## config.mk

```make
export PLATFORM = sky130hd
export DESIGN_NAME = fifo_lvl
export DESIGN_NICKNAME = d
export VERILOG_FILES = /design/src/rtl/fifo_lvl_pkg.sv /design/src/rtl/fifo_ram.sv /design/src/rtl/fifo_lvl.sv
export SDC_FILE = /design/constraint.sdc
export NUM_CORES = 1
export LEC_CHECK = 0
export ABC_CLOCK_PERIOD_IN_PS = 2580
export BUFFER_PORTS_ARGS = -buffer_cell sky130_fd_sc_hd__buf_4
export CAP_MARGIN = 20
export CORE_MARGIN = 2
export CORE_UTILIZATION = 54
export DETAILED_ROUTE_END_ITERATION = 12
export GPL_ROUTABILITY_DRIVEN = 0
export GPL_TIMING_DRIVEN = 0
export HOLD_SLACK_MARGIN = 0.02
export PLACE_DENSITY = 0.75
export SLEW_MARGIN = 20
export SYNTH_ARGS = -nofsm -noshare
export SYNTH_HDL_FRONTEND = slang
export SYNTH_SLANG_ARGS = --single-unit
export TNS_END_PERCENT = 100
```

## constraint.sdc

```tcl
create_clock -name clk -period 2.58 [get_ports clk]
set_clock_uncertainty 0.05 [all_clocks]
set_input_delay 0.129 -clock clk [delete_from_list [all_inputs] [get_ports clk]]
set_output_delay 0.129 -clock clk [all_outputs]
set_load 0.05 [all_outputs]
```

## src/rtl/fifo_lvl_pkg.sv

```systemverilog
// ============================================================================
// Module : fifo_lvl_pkg
// Brief  : Shared mode strings and sizing helper for the fifo_lvl family.
// Rev    : 1.0
// ============================================================================
`default_nettype none

package fifo_lvl_pkg;

    localparam string FIFO_MODE_FWFT  = "fwft";
    localparam string FIFO_MODE_STD   = "std";
    localparam string FIFO_CLEAR_SYNC = "sync";
    localparam string FIFO_CLEAR_NONE = "none";

    // Level counter width: one bit more than the pointer so DEPTH itself fits.
    function automatic int fifo_lb(input int depth);
        return $clog2(depth) + 1;
    endfunction

endpackage

`default_nettype wire

```

## src/rtl/fifo_ram.sv

```systemverilog
// ============================================================================
// Module : fifo_ram
// Brief  : WIDTH x DEPTH storage, one synchronous write port, one async read.
// Rev    : 1.0
// ============================================================================
`default_nettype none

module fifo_ram #(
    parameter int  WIDTH = 8,
    parameter int  DEPTH = 16,
    localparam int AW    = $clog2(DEPTH)
) (
    input  logic             clk,
    input  logic             i_we,
    input  logic [AW-1:0]    i_waddr,
    input  logic [WIDTH-1:0] i_wdata,
    input  logic [AW-1:0]    i_raddr,
    output logic [WIDTH-1:0] o_rdata
);

    // No reset on the array so it stays mappable to distributed RAM.
    logic [WIDTH-1:0] r_mem [DEPTH];

    always_ff @(posedge clk) begin
        if (i_we) begin
            r_mem[i_waddr] <= i_wdata;
        end
    end

    assign o_rdata = r_mem[i_raddr];

endmodule

`default_nettype wire

```

## src/rtl/fifo_lvl.sv

```systemverilog
// ============================================================================
// Module : fifo_lvl
// Brief  : Single-clock FIFO with level, thresholds, sticky errors, fwft/std.
// Rev    : 1.0
// ============================================================================
`default_nettype none

module fifo_lvl
    import fifo_lvl_pkg::*;
#(
    parameter int    WIDTH = 8,
    parameter int    DEPTH = 16,
    parameter string MODE  = "fwft",
    parameter string CLEAR = "sync",
    localparam int   LB    = fifo_lb(DEPTH)
) (
    input  logic             clk,
    input  logic             rstn,
    input  logic             i_clr,
    input  logic [WIDTH-1:0] i_din,
    input  logic             i_w,
    input  logic             i_r,
    output logic [WIDTH-1:0] o_dout,
    output logic             o_rvalid,
    output logic             o_full,
    output logic             o_empty,
    output logic             o_almost_full,
    output logic             o_almost_empty,
    input  logic [LB-1:0]    i_af_lvl,
    input  logic [LB-1:0]    i_ae_lvl,
    output logic [LB-1:0]    o_level,
    output logic             o_overflow,
    output logic             o_underflow,
    input  logic             i_err_clr
);

    localparam int AW     = LB - 1;
    localparam bit IS_STD = (MODE == FIFO_MODE_STD);
    localparam bit CLR_EN = (CLEAR == FIFO_CLEAR_SYNC);

    logic [AW-1:0]    r_wptr;
    logic [AW-1:0]    r_rptr;
    logic [LB-1:0]    r_level;
    logic             r_overflow;
    logic             r_underflow;

    logic             w_clr;
    logic             w_full;
    logic             w_empty;
    logic             w_ra;
    logic             w_wa;
    logic             w_ovf_set;
    logic             w_udf_set;
    logic [WIDTH-1:0] w_rdata;

    assign w_clr   = CLR_EN & i_clr;
    assign w_full  = (r_level == LB'(DEPTH));
    assign w_empty = (r_level == '0);

    // A flush suppresses both requests and any error they would have raised.
    assign w_ra      = i_r & ~w_empty & ~w_clr;
    assign w_wa      = i_w & (~w_full | (i_r & ~w_empty)) & ~w_clr;
    assign w_ovf_set = i_w & ~w_wa & ~w_clr;
    assign w_udf_set = i_r & ~w_ra & ~w_clr;

    always_ff @(posedge clk or negedge rstn) begin
        if (!rstn) begin
            r_wptr  <= '0;
            r_rptr  <= '0;
            r_level <= '0;
        end else if (w_clr) begin
            r_wptr  <= '0;
            r_rptr  <= '0;
            r_level <= '0;
        end else begin
            if (w_wa) begin
                r_wptr <= r_wptr + 1'b1;
            end
            if (w_ra) begin
                r_rptr <= r_rptr + 1'b1;
            end
            r_level <= r_level + LB'(w_wa) - LB'(w_ra);
        end
    end

    // A set on the same edge as err_clr takes precedence.
    always_ff @(posedge clk or negedge rstn) begin
        if (!rstn) begin
            r_overflow  <= 1'b0;
            r_underflow <= 1'b0;
        end else begin
            if (w_ovf_set) begin
                r_overflow <= 1'b1;
            end else if (i_err_clr) begin
                r_overflow <= 1'b0;
            end
            if (w_udf_set) begin
                r_underflow <= 1'b1;
            end else if (i_err_clr) begin
                r_underflow <= 1'b0;
            end
        end
    end

    fifo_ram #(
        .WIDTH (WIDTH),
        .DEPTH (DEPTH)
    ) u_ram (
        .clk     (clk),
        .i_we    (w_wa),
        .i_waddr (r_wptr),
        .i_wdata (i_din),
        .i_raddr (r_rptr),
        .o_rdata (w_rdata)
    );

    generate
        if (IS_STD) begin : g_std
            logic [WIDTH-1:0] r_dout;
            logic             r_rvalid;

            always_ff @(posedge clk or negedge rstn) begin
                if (!rstn) begin
                    r_dout   <= '0;
                    r_rvalid <= 1'b0;
                end else if (w_ra) begin
                    r_dout   <= w_rdata;
                    r_rvalid <= 1'b1;
                end else begin
                    r_rvalid <= 1'b0;
                end
            end

            assign o_dout   = r_dout;
            assign o_rvalid = r_rvalid;
        end else begin : g_fwft
            assign o_dout   = w_rdata;
            assign o_rvalid = 1'b0;
        end
    endgenerate

    assign o_full         = w_full;
    assign o_empty        = w_empty;
    assign o_level        = r_level;
    assign o_almost_full  = (r_level >= i_af_lvl);
    assign o_almost_empty = (r_level <= i_ae_lvl);
    assign o_overflow     = r_overflow;
    assign o_underflow    = r_underflow;

endmodule

`default_nettype wire

```

# Word-level counts from Yosys, hierarchy flattened
# Memory sizes are Yosys's and may differ from the RTL's.
# Cells that the tools add are included.
word_totals:
  regBits: 15
  ram_bits: 128
  input_bits: 24
  output_inout_bits: 20
  n_memories: 1
mem_list:
  columns: ["name", "words", "width", "read_ports", "rd_ports_with_merged_regs", "wr", "line", "source"]
  rows:
  - ["u_ram.r_mem", 16, 8, 1, 0, 1, "fifo_ram.sv:22", "logic [WIDTH-1:0] r_mem [DEPTH];"]
op_classes:
  addsub: 4
  order_cmp: 2
  eq_ne: 1
  n_mux: 10
  bitwise: 14
  reduce_logical: 5
ops:
  columns: ["op", "count"]
  rows:
  - ["$mux 4", 4]
  - ["$add 4x1->4 const B", 2]
  - ["$and 1x1->1", 8]
  - ["$reduce_bool 2->1", 4]
  - ["$add 5x1->5", 1]
  - ["$eq 5x5->1 const B", 1]
  - ["$ge 5x5->1", 1]
  - ["$le 5x5->1", 1]
  - ["$logic_not 5->1", 1]
  - ["$mux 1", 5]
  - ["$mux 5", 1]
  - ["$not 1->1", 5]
  - ["$sub 5x1->5", 1]
  - ["$or 1x1->1", 1]

# Longest topological paths before layout
logic_depth:
  ltp_word: 10
  depth_mapped: 15
  depth_no_buf: 14

# Cells and area by module
# Synthesis repeated with hierarchy kept, for this count alone.
unflattened:
  cells_unflattened: 342
  area_unflattened_um2: 6087.1
by_module_without_submodules:
  columns: ["module", "instances", "cells_per_inst", "area_per_inst_um2", "seq_area_each_um2"]
  rows:
  - ["fifo_ram", 1, 221, 4987.3, 3843.7]
  - ["fifo_lvl", 1, 121, 1099.8, 375.4]

# Least setup slack after synthesis
# No wires, ideal clock.
synth_timing:
  path_kind: "flip-flop to flip-flop"
  startpoint: "register r_level[2] (netlist: o_level[2])"
  endpoint: "register r_level[4] (netlist: o_level[4])"
  setup_ns: 0.132
  arrival_ns: 2.968
  t_required_ns: 2.398
  setup_slack_ns: -0.570
  path_stages_with_launch: 16
  path_buffers: 1
  period_less_slack_ns: 3.150
  path_cell_list: "dfrtp_1 > inv_1 > ha_1 > nand4bb_1 > o21ai_0 > buf_2 > or2_2 > ha_1 > inv_1 > ha_1 > inv_1 > fa_1 > nor2b_1 > o21bai_1 > a21oi_1 > nor3b_1"
synth_between:
  elab_chain_cells: 9
  elab_cells_between_ends: 12
  cone_classes: "add/sub (2); eq/ne (1); mux (1); bitwise (7); reduce/logical (1)"
synth_lines:
  columns: ["item", "line", "source"]
  rows:
  - ["start: declaration", "fifo_lvl.sv:43", "logic [LB-1:0] r_level;"]
  - ["start signal: assignment", "fifo_lvl.sv:82", "r_level <= r_level + LB'(w_wa) - LB'(w_ra);"]
  - ["$logic_not 5->1", "fifo_lvl.sv:58", "assign w_empty = (r_level == '0);"]
  - ["$not 1->1", "fifo_lvl.sv:61, fifo_lvl.sv:62", null]
  - ["$and 1x1->1", "fifo_lvl.sv:61, fifo_lvl.sv:62", null]
  - ["$or 1x1->1", "fifo_lvl.sv:62", "assign w_wa = i_w & (~w_full | (i_r & ~w_empty)) & ~w_clr;"]
  - ["$and 1x1->1 (2 in a row)", "fifo_lvl.sv:62", null]
  - ["$add 5x1->5", "fifo_lvl.sv:82", null]
  - ["$sub 5x1->5 (*)", "fifo_lvl.sv:82", null]
  - ["$mux 5 (*)", "fifo_lvl.sv:71", "end else if (w_clr) begin"]
# Mark *: on every way between the ends. The rest lies on a longest branch, timed or not.
# A chain may end at the register's enable or synchronous reset.

# Worst setup path after layout
# Ends and elaborated chain as after synthesis.

==> summary.json <==
{
  "outcome": {
    "result_of_the_run": "complete, but fails checks",
    "failed_checks": "negative setup slack"
  },
  "clock_network": {
    "h-tree-depth": 4,
    "clock_sinks": 143,
    "tritoncts": "yes",
    "cts_root_buffer": "sky130_fd_sc_hd__clkbuf_16",
    "clkTransAtPathRegs_ps": 60,
    "clock_latency_ps": 420,
    "maximum_clock_path_buffer_count": 2,
    "tritoncts.num_buffers": 17
  },
  "sta": {
    "setup_tns_ps": -355.7,
    "postLayoutSetupSlackWorst_ps": -196.6,
    "max_clock_freq_mhz": 360.2,
    "grt_setup_unrepaired": "true",
    "final_hold_viol_count": 0,
    "drv_slew": 0,
    "max_slew_margin": 0.4052,
    "period_needed_ps": 2777,
    "setup_viol_count_final": 2,
    "final_min_period_over_clock_period": 1.076,
    "worst_margin_slew_ps": 887.3
  },
  "synthesis": {
    "synth_enable_flop_cells": 128,
    "synthMostInstantiatedCell": "sky130_fd_sc_hd__edfxtp_1",
    "post_synth_num_cell_types": 42,
    "post-synth-top-area-cell": "sky130_fd_sc_hd__edfxtp_1",
    "synth.net_count": 396,
    "synth_ff_type": "sky130_fd_sc_hd__edfxtp_1",
    "synthesis.yosys.warnings": 0,
    "synth_seq_area_share": 0.6831,
    "synthesis.instances": 350,
    "yosys_register_bits": 143,
    "synth.top_cells.by_count": "sky130_fd_sc_hd__edfxtp_1 (128), sky130_fd_sc_hd__inv_1 (23), sky130_fd_sc_hd__ha_1 (21)",
    "post_synth_main_area_contributors": "sky130_fd_sc_hd__edfxtp_1 (62%), sky130_fd_sc_hd__mux4_2 (6.9%), sky130_fd_sc_hd__dfrtp_1 (6.1%), sky130_fd_sc_hd__mux4_1 (5.5%), sky130_fd_sc_hd__ha_1 (4.3%)",
    "synthDominantCellAreaShare": 0.6224,
    "asyncSetResetFlopFracSynth": 0.1049,
    "postSynthAreaPerCell_um2": 17.65,
    "post_synth_instance_area_mm2": 0.006176
  },
  "drt": {
    "detail_route.vias_per_cell": 5.809,
    "vias": 3468,
    "initialDrtViolationCount": 306,
    "wire_per_inst_um": 21.69,
    "routed_wirelength_um": 12950,
    "route.antenna.remaining_nets": 0,
    "router_iterations_before_antenna_repair": 4,
    "route.detailed.drc": 0
  },
  "global_route": {
    "grt.met3_usage": 0.05796,
    "globalRoute.busiestLayer": "met2",
    "groute.layer.met2.usage": 0.3681,
    "overflow": 0,
    "global_route_track_usage_on_met1": 0.2792,
    "grt_first_pass_wirelength_um": 20090,
    "grt_pass1_vias": 3609,
    "grt_antenna_before_repair": 0,
    "grt_max_degree": 17,
    "globalRouteTotalUtil": 0.2218
  },
  "power_and_ir_drop": {
    "p_leak_nw": 2.858,
    "powerDensity_mw_per_mm2": 985.2,
    "report.power.total_mw": 7.672,
    "power.ir.vdd_worst_v": 0.0008364
  },
  "finish": {
    "nets": 487,
    "antennaDiodeCount": 0,
    "fillCellCount": 706,
    "final_core_util": 0.6909,
    "multi_input_area_mm2": 0.001909,
    "sequential_cell_area_mm2": 0.004223,
    "final_layout_size_suffix_gt1_frac": 0.3546,
    "area.growth.synth_to_final_pct": 26.09
  },
  "critical_path": {
    "crit_type": "reg -> reg",
    "worstPathRequired_ps": 2820,
    "startpoint_type": "register",
    "cp_data_arrival_time_ps": 3010,
    "largest_fanout_on_the_critical_path": 2,
    "timing.critical_path.to_type": "register"
  },
  "flow_run": {
    "max_cap_viol_count": 0
  },
  "placement": {
    "preCtsSetupSlack_ps": -552.4,
    "numPortBuffers": 42,
    "dp_hpwl_um": 8391
  },
  "die": {
    "core_area_mm2": 0.01127,
    "pin_count": 44,
    "chipWidth_um": 110.9,
    "core.rowCount": 39,
    "start_util": 0.5479,
    "die-area_mm2": 0.01231,
    "fp.dieH_um": 110.9
  },
  "hold_path": {
    "timing.hold.worst.class": "in -> async"
  }
}
==> final cells by class <==
class                   count  area share
multi-input cells         165      0.2452
plain buffers              18     0.02024
repair buffers             73     0.07423
clock inverters             4    0.006587
clock buffers              28     0.07744
flip-flops and latches    143      0.5423
inverters                  23     0.01109
well taps                 143     0.02298
==> cells in the final DEF (no fill, tap or decap), types with 12 or more instances in the layout <==
| master | synthesis | final |
|---|---|---|
| sky130_fd_sc_hd__buf_4 | 4 | 62 |
| sky130_fd_sc_hd__edfxtp_1 | 128 | 128 |
| sky130_fd_sc_hd__mux4_1 | 13 | 13 |
| sky130_fd_sc_hd__clkbuf_16 | 0 | 22 |
| sky130_fd_sc_hd__dlygate4sd3_1 | 0 | 13 |
| sky130_fd_sc_hd__inv_1 | 23 | 19 |
| sky130_fd_sc_hd__mux4_2 | 19 | 19 |
| sky130_fd_sc_hd__a22oi_1 | 16 | 15 |
| sky130_fd_sc_hd__ha_1 | 21 | 18 |
| sky130_fd_sc_hd__nor3_2 | 0 | 13 |
| sky130_fd_sc_hd__dfrtp_1 | 15 | 12 |
==> layer usage <==
layer  vias to the layer above  wire length (um)
li1                       1557                 -
met1                      1785              5299
met2                       105              6713
met3                        21               673
met4                         0               265
met5                         -                 0
==> where the power goes <==
part           leakage (nW)  internal, mW  switching [mW]
Sequential             1.35          2.61          0.0840
Clock                 0.323          1.70           0.897
Combinational          1.18          1.06            1.32
Total                  2.86          5.37            2.30
==> what timing repair did <==
action                                  4_1_cts  5_1_grt
endpoints found under the setup margin        4        8
pin swaps                                     7        5
endpoints found under the hold margin       146        0
hold buffers                                 13        0
gates resized for setup                      11       13
buffers inserted                              7        4
==> state kept, by name, summed over array words and instances (netlist names) <==
name / flops
o_level: 5
o_overflow: 1
o_underflow: 1
r_rptr: 4
r_wptr: 4
u_ram.r_mem: 128
==> path summary, 6_finish.rpt <==
kind / cells after the start / end / slack (ps) / from
max: 14 / o_level[4] / -200 / o_level[2]
min: 2 / o_underflow / 40 / rstn
max reg2reg: 14 / o_level[4] / -200 / o_level[2]
min reg2reg: 2 / o_overflow / 500 / o_overflow
max in group asynchronous: 2 / o_level[3] / 2240 / rstn
min in group clk: 4 / r_rptr[3] / 90 / i_r
==> stage by stage <==
step                      cell area (um^2)  hold WS (ps)  cells
final                                 7787         43.19    597
after floorplan                       6193        -216.6    350
after CTS                             7715         30.06    594
after global placement                6688        -50.48    535
after global routing                  7787         50.32    597
after detailed placement              6823        -53.14    542
==> logic make-up (layout without fill, tap and decap cells) <==
group | after synthesis | in the layout | synth area share
AND/OR/NAND/NOR | 67 | 67 | 0.05713
adder cells (fa/ha/maj) | 22 | 22 | 0.04579
flip-flops | 143 | 143 | 0.6831
XOR/XNOR | 8 | 8 | 0.01135
buffers and inverters | 42 | 146 | 0.03788
multiplexers | 34 | 34 | 0.1278
other | 1 | 1 | 0.0006072
AO/OA/AOI/OAI | 33 | 33 | 0.03627
==> critical path: stages (launching register included) <==
cell	delay (ps)
sky130_fd_sc_hd__dfrtp_2	410
sky130_fd_sc_hd__inv_2	80
sky130_fd_sc_hd__ha_4	150
sky130_fd_sc_hd__or4b_4	500
sky130_fd_sc_hd__nand2_4	90
sky130_fd_sc_hd__nor2_2	30
sky130_fd_sc_hd__ha_2	290
sky130_fd_sc_hd__inv_2	60
sky130_fd_sc_hd__ha_4	120
sky130_fd_sc_hd__inv_2	40
sky130_fd_sc_hd__fa_2	360
sky130_fd_sc_hd__nor2b_4	170
sky130_fd_sc_hd__o21bai_4	80
sky130_fd_sc_hd__a21oi_2	150
sky130_fd_sc_hd__nor3b_2	60
Power figures use the tool's default switching activity.
